**config.mk**
```make
export PLATFORM = sky130hd
export DESIGN_NAME = mcu_ctrl
export DESIGN_NICKNAME = d
export VERILOG_FILES = /design/src/rtl/mcu_ctrl.sv
export SDC_FILE = /design/constraint.sdc
export NUM_CORES = 1
export LEC_CHECK = 0
export CORE_ASPECT_RATIO = 0.7
export CORE_MARGIN = 3
export CORE_UTILIZATION = 44
export DETAILED_ROUTE_END_ITERATION = 10
export GPL_TIMING_DRIVEN = 0
export PLACE_DENSITY = 0.85
export SLEW_MARGIN = 20
export SYNTH_ARGS = -nofsm -noshare
export SYNTH_HDL_FRONTEND = slang
export SYNTH_SLANG_ARGS = --single-unit
```
**constraint.sdc**
```tcl
create_clock -name clk -period 5.2 [get_ports clk]
set_input_delay 1.04 -clock clk [delete_from_list [all_inputs] [get_ports clk]]
set_output_delay 1.04 -clock clk [all_outputs]
set_load 0.02 [all_outputs]
```
**src/rtl/mcu_ctrl.sv**
```systemverilog
// mcu_ctrl: fetch/decode/execute sequencer for the MCU core.
// Drives register-bank strobes, pc/imem_addr, dmem strobes and alu_op.
// Ports: clk, rst (async, active-high); opcode, imm, psr from the register bank;
// imem_addr; opcode/imm/acc/psr_update; acc_src; alu_op; dmem_addr/rd/wr;
// halted; trap.
// Optional build macro CTRL_TRAP_EN: illegal opcodes halt and raise trap.
module mcu_ctrl #(
  parameter int DATA_WIDTH = 8,
  parameter int INST_WIDTH = 8,
  parameter int PC_WIDTH   = 8,
  parameter int APSR_WIDTH = 2
) (
  input  logic                  clk,
  input  logic                  rst,
  input  logic [INST_WIDTH-1:0] opcode,
  input  logic [INST_WIDTH-1:0] imm,
  input  logic [APSR_WIDTH-1:0] psr,
  output logic [PC_WIDTH-1:0]   imem_addr,
  output logic                  opcode_update,
  output logic                  imm_update,
  output logic                  acc_update,
  output logic                  psr_update,
  output logic                  acc_src,
  output logic [2:0]            alu_op,
  output logic [DATA_WIDTH-1:0] dmem_addr,
  output logic                  dmem_rd,
  output logic                  dmem_wr,
  output logic                  halted,
  output logic                  trap
);

  typedef enum logic [2:0] {
    S_FETCH,
    S_DECODE,
    S_MEMRD,
    S_MEMWB,
    S_EXEC,
    S_HALT
  } state_t;

  localparam logic [2:0] OP_PASS = 3'd0;
  localparam logic [2:0] OP_ADD  = 3'd1;
  localparam logic [2:0] OP_SUB  = 3'd2;
  localparam logic [2:0] OP_AND  = 3'd3;
  localparam logic [2:0] OP_OR   = 3'd4;

  state_t state, state_n;

  logic [PC_WIDTH-1:0] pc, pc_n;
  logic [3:0]          cls;

  logic c_nop, c_ldi, c_ldm, c_stm;
  logic c_add, c_sub, c_and, c_or;
  logic c_jmp, c_jz, c_jc, c_hlt;
  logic two_word, legal;

  logic unused;

  assign cls = opcode[INST_WIDTH-1:INST_WIDTH-4];

  assign c_nop = (cls == 4'h0);
  assign c_ldi = (cls == 4'h1);
  assign c_ldm = (cls == 4'h2);
  assign c_stm = (cls == 4'h3);
  assign c_add = (cls == 4'h4);
  assign c_sub = (cls == 4'h5);
  assign c_and = (cls == 4'h6);
  assign c_or  = (cls == 4'h7);
  assign c_jmp = (cls == 4'h8);
  assign c_jz  = (cls == 4'h9);
  assign c_jc  = (cls == 4'hA);
  assign c_hlt = (cls == 4'hF);

  assign two_word = (cls >= 4'h1) && (cls <= 4'hA);
  assign legal    = two_word | c_nop | c_hlt;

  assign imem_addr = pc;
  assign dmem_addr = imm[DATA_WIDTH-1:0];

  assign unused = ^opcode[INST_WIDTH-5:0];

`ifdef CTRL_TRAP_EN
  logic trap_q, trap_set;

  always_ff @(posedge clk or posedge rst) begin
    if (rst)
      trap_q <= 1'b0;
    else if (trap_set)
      trap_q <= 1'b1;
  end

  assign trap = trap_q;
`else
  assign trap = 1'b0;
`endif

  always_ff @(posedge clk or posedge rst) begin
    if (rst) begin
      state <= S_FETCH;
      pc    <= '0;
    end else begin
      state <= state_n;
      pc    <= pc_n;
    end
  end

  // Outputs are forced low while rst is held so that
  // nothing strobes between the rst edge and release.
  always_comb begin
    state_n       = state;
    pc_n          = pc;
    opcode_update = 1'b0;
    imm_update    = 1'b0;
    acc_update    = 1'b0;
    psr_update    = 1'b0;
    acc_src       = 1'b0;
    alu_op        = OP_PASS;
    dmem_rd       = 1'b0;
    dmem_wr       = 1'b0;
    halted        = 1'b0;
`ifdef CTRL_TRAP_EN
    trap_set      = 1'b0;
`endif
    if (!rst) begin
      unique case (state)
        S_FETCH: begin
          opcode_update = 1'b1;
          pc_n          = pc + 1'b1;
          state_n       = S_DECODE;
        end
        S_DECODE: begin
          if (two_word) begin
            imm_update = 1'b1;
            pc_n       = pc + 1'b1;
            state_n    = c_ldm ? S_MEMRD : S_EXEC;
          end else if (c_hlt) begin
            state_n = S_HALT;
          end else if (!legal) begin
`ifdef CTRL_TRAP_EN
            trap_set = 1'b1;
            state_n  = S_HALT;
`else
            state_n  = S_FETCH;
`endif
          end else begin
            state_n = S_FETCH;
          end
        end
        S_MEMRD: begin
          dmem_rd = 1'b1;
          state_n = S_MEMWB;
        end
        S_MEMWB: begin
          acc_src    = 1'b1;
          acc_update = 1'b1;
          psr_update = 1'b1;
          state_n    = S_FETCH;
        end
        S_EXEC: begin
          state_n = S_FETCH;
          unique case (1'b1)
            c_ldi: begin
              alu_op     = OP_PASS;
              acc_update = 1'b1;
              psr_update = 1'b1;
            end
            c_add: begin
              alu_op     = OP_ADD;
              acc_update = 1'b1;
              psr_update = 1'b1;
            end
            c_sub: begin
              alu_op     = OP_SUB;
              acc_update = 1'b1;
              psr_update = 1'b1;
            end
            c_and: begin
              alu_op     = OP_AND;
              acc_update = 1'b1;
              psr_update = 1'b1;
            end
            c_or: begin
              alu_op     = OP_OR;
              acc_update = 1'b1;
              psr_update = 1'b1;
            end
            c_stm: dmem_wr = 1'b1;
            c_jmp: pc_n = imm[PC_WIDTH-1:0];
            c_jz: begin
              if (psr[0])
                pc_n = imm[PC_WIDTH-1:0];
            end
            c_jc: begin
              if (psr[1])
                pc_n = imm[PC_WIDTH-1:0];
            end
            default: ;
          endcase
        end
        S_HALT: begin
          halted = 1'b1;
        end
        default: state_n = S_FETCH;
      endcase
    end
  end

endmodule
```
# Yosys cells after proc, flatten, opt, wreduce, memory -nomap -nowiden
# Index checks and enable logic that the tools add are counted.
totals:
  inputBits: 20
  register_bits: 11
  elab_cells: 62
  out_inout_bits: 28
classes:
  n_reduce_logical: 6
  bitwise: 2
  n_eq_ne: 20
  addsub: 1
  n_mux: 29
  order_cmp: 2
op_table:
  columns: ["operator", "n"]
  rows:
  - ["8-bit case mux with 3 select lines", 2]
  - ["8-bit two-way mux", 3]
  - ["3-bit case mux with 4 select lines", 2]
  - ["4-bit by 3-bit == test with 1-bit output (second input constant)", 4]
  - ["4-bit == test (second input constant)", 4]
  - ["1-bit two-way mux", 16]
  - ["3-bit two-way mux", 5]
  - ["8-bit by 1-bit adder with 8-bit output (second input constant)", 1]
  - ["4-bit by 2-bit == test with 1-bit output (second input constant)", 2]
  - ["3-bit by 2-bit == test with 1-bit output (second input constant)", 2]
  - ["3-bit == test (second input constant)", 2]
  - ["3-bit inequality test (second input constant)", 2]
  - ["6-bit AND reduction", 1]
  - ["5-bit OR reduction", 1]
  - ["4-bit by 1-bit == test with 1-bit output (second input constant)", 1]
  - ["4-bit by 1-bit >= comparator with 1-bit output (second input constant)", 1]
  - ["4-bit <= comparator (second input constant)", 1]
  - ["4-bit inequality test (second input constant)", 1]
  - ["3-bit by 1-bit == test with 1-bit output (second input constant)", 1]
  - ["3-bit zero test", 1]
  - ["3-bit nonzero test", 1]
  - ["2-bit inequality test (second input constant)", 1]
  - ["1-bit NOT", 2]
  - ["1-bit case mux with 2 select lines", 1]
  - ["other kinds (2)", 2]

# Logic depth before layout (Yosys ltp)
depth:
  depth_word: 5
  depth_mapped: 7

# Worst setup path after synthesis
# No wires, ideal clock.
synth_timing:
  path_type: "input to output"
  startpoint: "input port rst"
  endpoint: "output port psr_update"
  n_path_buf: 2
  path_slack_ns: 1.888
  arrival_ns: 2.272
  path_stages: 5
  required_ns: 4.160
  path_cell_list: "clkbuf_8 -> inv_1 -> nand3_1 -> o21bai_1 -> buf_4"
synth_via:
  elab_chain_cells: 1
synth_lines:
  columns: ["element", "line", "text"]
  rows:
  - ["start, declared", "14", "input logic rst,"]
  - ["1-bit two-way mux", null, null]
  - ["end, declared", "22", "output logic psr_update,"]
# Every way passes these cells.

# Final worst setup path
layout_timing:
  startpoint: "input port rst"
  endpoint: "output port psr_update"
layout_via:
  elab_chain_cells: 1
layout_lines:
  columns: ["element", "line", "text"]
  rows:
  - ["1-bit two-way mux", "124", "if (!rst) begin"]
# Every way passes these cells.

==> metrics.md <==
| Metric | Value |
|---|---|
| Vias in the first global route | 996 |
| DR WL/cell | 15.2 um |
| # setup viols final | 0 |
| Flop-to-flop setup slack | 3.26 ns |
| Syn-to-layout area delta | 45.1% |
| GR Layer Usage met1 | 28.2% |
| CTS tree | done |
| CP Launch Type | input port |
| Synth Area in Compound Gates | 23.6% |
| Synth cell types | 39 |
| Adder-Cell Fraction of Synth Area | 1.22% |
| Hold bufs inserted after CTS | 0 |
| Setup ws final | 0.893 ns |
| Element type at the critical path end | output port |
| Vias/cell | 5.39 |
| Synth Register Bits | 11 |
| Post-synth EDFFs | 0 |
| Sequential share of the synthesized area | 26.7% |
| Clk slew on worst S/H paths | 0.08 ns |
| Fmax | 232 MHz |
| Die Ht | 46.5 um |
| Unrepaired setup endpoints after global routing | false |
| Final nets | 188 |
| Inserted Clock Buffers | 3 |
| R2R depth | 5 |
| Synth top area share | 26.7% |
| Fin. Hold Viols | 0 |
| Pre-antenna DRT Iters | 4 |
| Largest net degree at the start of global routing | 16 |
| HP Class | reg2reg |
| Initial antenna violation count | 0 |
| First-pass GRT wire length | 4.76 mm |
| Commonest non-fill, non-tap cell in the layout | clkdlybuf4s50_1 |
| Most frequent CP cell | clkdlybuf4s50_1 |
| Hold path start | imem_addr[7]$_DFFE_PP0P_ |
| Post-Synthesis Cell Area | 1030 sq um |
| GRT overflow | 0 |
| Die area | 2970 sq um |
| Synth top area cells | dfrtp_1 27%, buf_4 8.0%, clkbuf_8 6.7% |
| Placed inst area | 1470 sq um |
| Reg2reg end | imem_addr[3]$_DFFE_PP0P_ |
| Slowest CP cell | clkdlybuf4s50_1 |
| Slew @ Worst Pin | 0.621 ns |
| Clk buf depth | 2 |
| GPL Wtd Cong | 0.821 |
| Hold Slack | 0.564 ns |
| P per Cell Area | 448 nW/um^2 |
| Leading area contributor after synthesis | dfrtp_1 |
| Total Routing Usage GR | 21.2% |
| Bufs and invs on worst path | 5 |
| CTS Sinks | 11 |
| Busiest grt layer | met2 |
| Clk_skew | 0.00325 ns |
| Max-Cap Viols | 0 |
| Critical Path Start | rst |
| 1st-iter DRT viols | 38 |
| Setup TNS | 0 ns |
| Relative slew slack | 58.5% |
| Clk Latency, worst-skew pair | 0.28 ns |
| CP cell instances | clkdlybuf4s50_1 -> clkbuf_8 -> inv_1 -> nand3_1 -> o21bai_1 -> buf_4 -> clkdlybuf4s50_1 |
| Antenna Cells | 0 |
| Drc violations | 0 |
| XOR/XNOR share of the synthesized area | 1.70% |
| Post-synthesis mux area share | 4.98% |
| Final WL | 2.97 mm |
| Synth Flop Type | dfrtp_1 |
| Async S/R FF share, synth | 100% |
| Initial Util | 50.6% |
| Run status | complete, no violations |
| Met2 Usage GRT | 34.5% |
| GRT met3 Usage | 5.12% |
| Main combinational cell family by area after synthesis | compound AO/OA/AOI/OAI gates |
| Most frequent cells in the layout | 40 x clkdlybuf4s50_1, 15 x nand2_1, 14 x nor2_1 |
| Setup Fix Bufs, Post-CTS | 0 |
| Die W | 63.8 um |
| Share of layout cells above drive strength 1 | 17.5% |
| Reg-to-Reg Start | state[0]$_DFFE_PP0P_ |
| P_leak | 0.630 nW |
| Worst Path Max Fanout | 15 |
| Largest stage delay on the critical path | 0.62 ns |
| Place WS | 0.845 ns |
| Port Buffer Count | 40 |
| Worst vdd ir | 0.290 mV |
| HPWL after DPL | 2.36 mm |
| Finished Cell Area | 1490 sq um |
| CTS resizes | 0 |
| H-tree levels | 1 |
| Root Buffer | clkbuf_4 |
| Critical path arrival | 3.27 ns |
| Vias | 1056 |
| I/O pin cnt | 48 |
| Stages on the worst setup path | 7 |
| Synthesized net count | 143 |
| Core area | 2030 sq um |
| Post-synthesis cell count | 122 |
| Synth warn | 0 |
| Post-route clock period utilization | 82.8% |
| Family with the most delay on the worst path | buffers and inverters |
| Worst Path Required | 4.16 ns |
| Fin crit period | 4.31 ns |
| Worst setup path endpoint | psr_update |
| Final ANT Viol Nets | 0 |
| Simple-gate share of the synthesized area | 23.1% |
| Avg Cell Area, Syn | 8.44 sq um |
| Max-slew violation count | 0 |
| CP Class | in2out |
| Cell Rows | 13 |
| Hold Path Depth | 1 |
## layout make-up
type,instances,area (sq um)
fill,176,539
inverter,5,18.8
clock buffer,4,26.3
buffer,19,170
timing repair buffer,40,400
tap,30,37.5
multi-input combinational,87,566
sequential,11,275
## power by group
group,switching (W),leakage (nW),internal (W)
registers,0.0000419,0.128,0.000126
clock network,0.0000329,0.0150,0.0000298
logic,0.000222,0.487,0.000217
total,0.000297,0.630,0.000373
## metal layers
metal | share of wire [%] | vias to the layer above
li1 | - | 510
met1 | 45 | 505
met2 | 48 | 39
met3 | 5.8 | 2
met4 | 0.84 | 0
met5 | 0 | -
## worst min path at each step
stage / endpoint
after global routing: imem_addr[7]$_DFFE_PP0P_
after detailed placement: imem_addr[7]$_DFFE_PP0P_
after CTS: imem_addr[7]$_DFFE_PP0P_
final: imem_addr[7]$_DFFE_PP0P_
after floorplan: state[0]$_DFFE_PP0P_
after global placement: imem_addr[7]$_DFFE_PP0P_
## worst register-to-register path, stage by stage (launching register included)
cell	delay (ns)
dfrtp_1	0.39
buf_4	0.17
or3b_2	0.48
clkbuf_8	0.17
a2111oi_0	0.44
a2bb2oi_1	0.21
## metrics by stage
stage          instances  power [W]  utilization, %
4_1_cts              196   0.000667            73.5
3_5_place_dp         192   0.000604            72.2
2_1_floorplan        122   0.000450               -
3_3_place_gp         192   0.000585            72.2
5_1_grt              196   0.000714            73.5
6_report             196   0.000670            73.5
## synthesized netlist by cell type (all sizes together) (2+ instances only)
cell      n
o22ai     2
a2111oi   4
or4       2
nor2     14
clkbuf    7
nand3     4
dfrtp    11
and3      3
inv       5
nor3      2
nor2b     2
nand2    15
o21ai    10
mux2      3
buf      12
a21oi     4
a2bb2oi   7
## kinds of logic (layout without fill, tap and decap cells)
family	count (synthesis)	in the layout
xor+xnor	2	2
mux	4	4
flops	11	11
simple gates	47	47
fa+ha+maj	1	1
other cells	1	1
buf+inv	24	68
compound gates	32	32
## registers in the layout, summed over array words and instances, names as in the netlist
signal / flops
state: 3
imem_addr: 8
No activity file was read; power rests on OpenSTA's default activity.
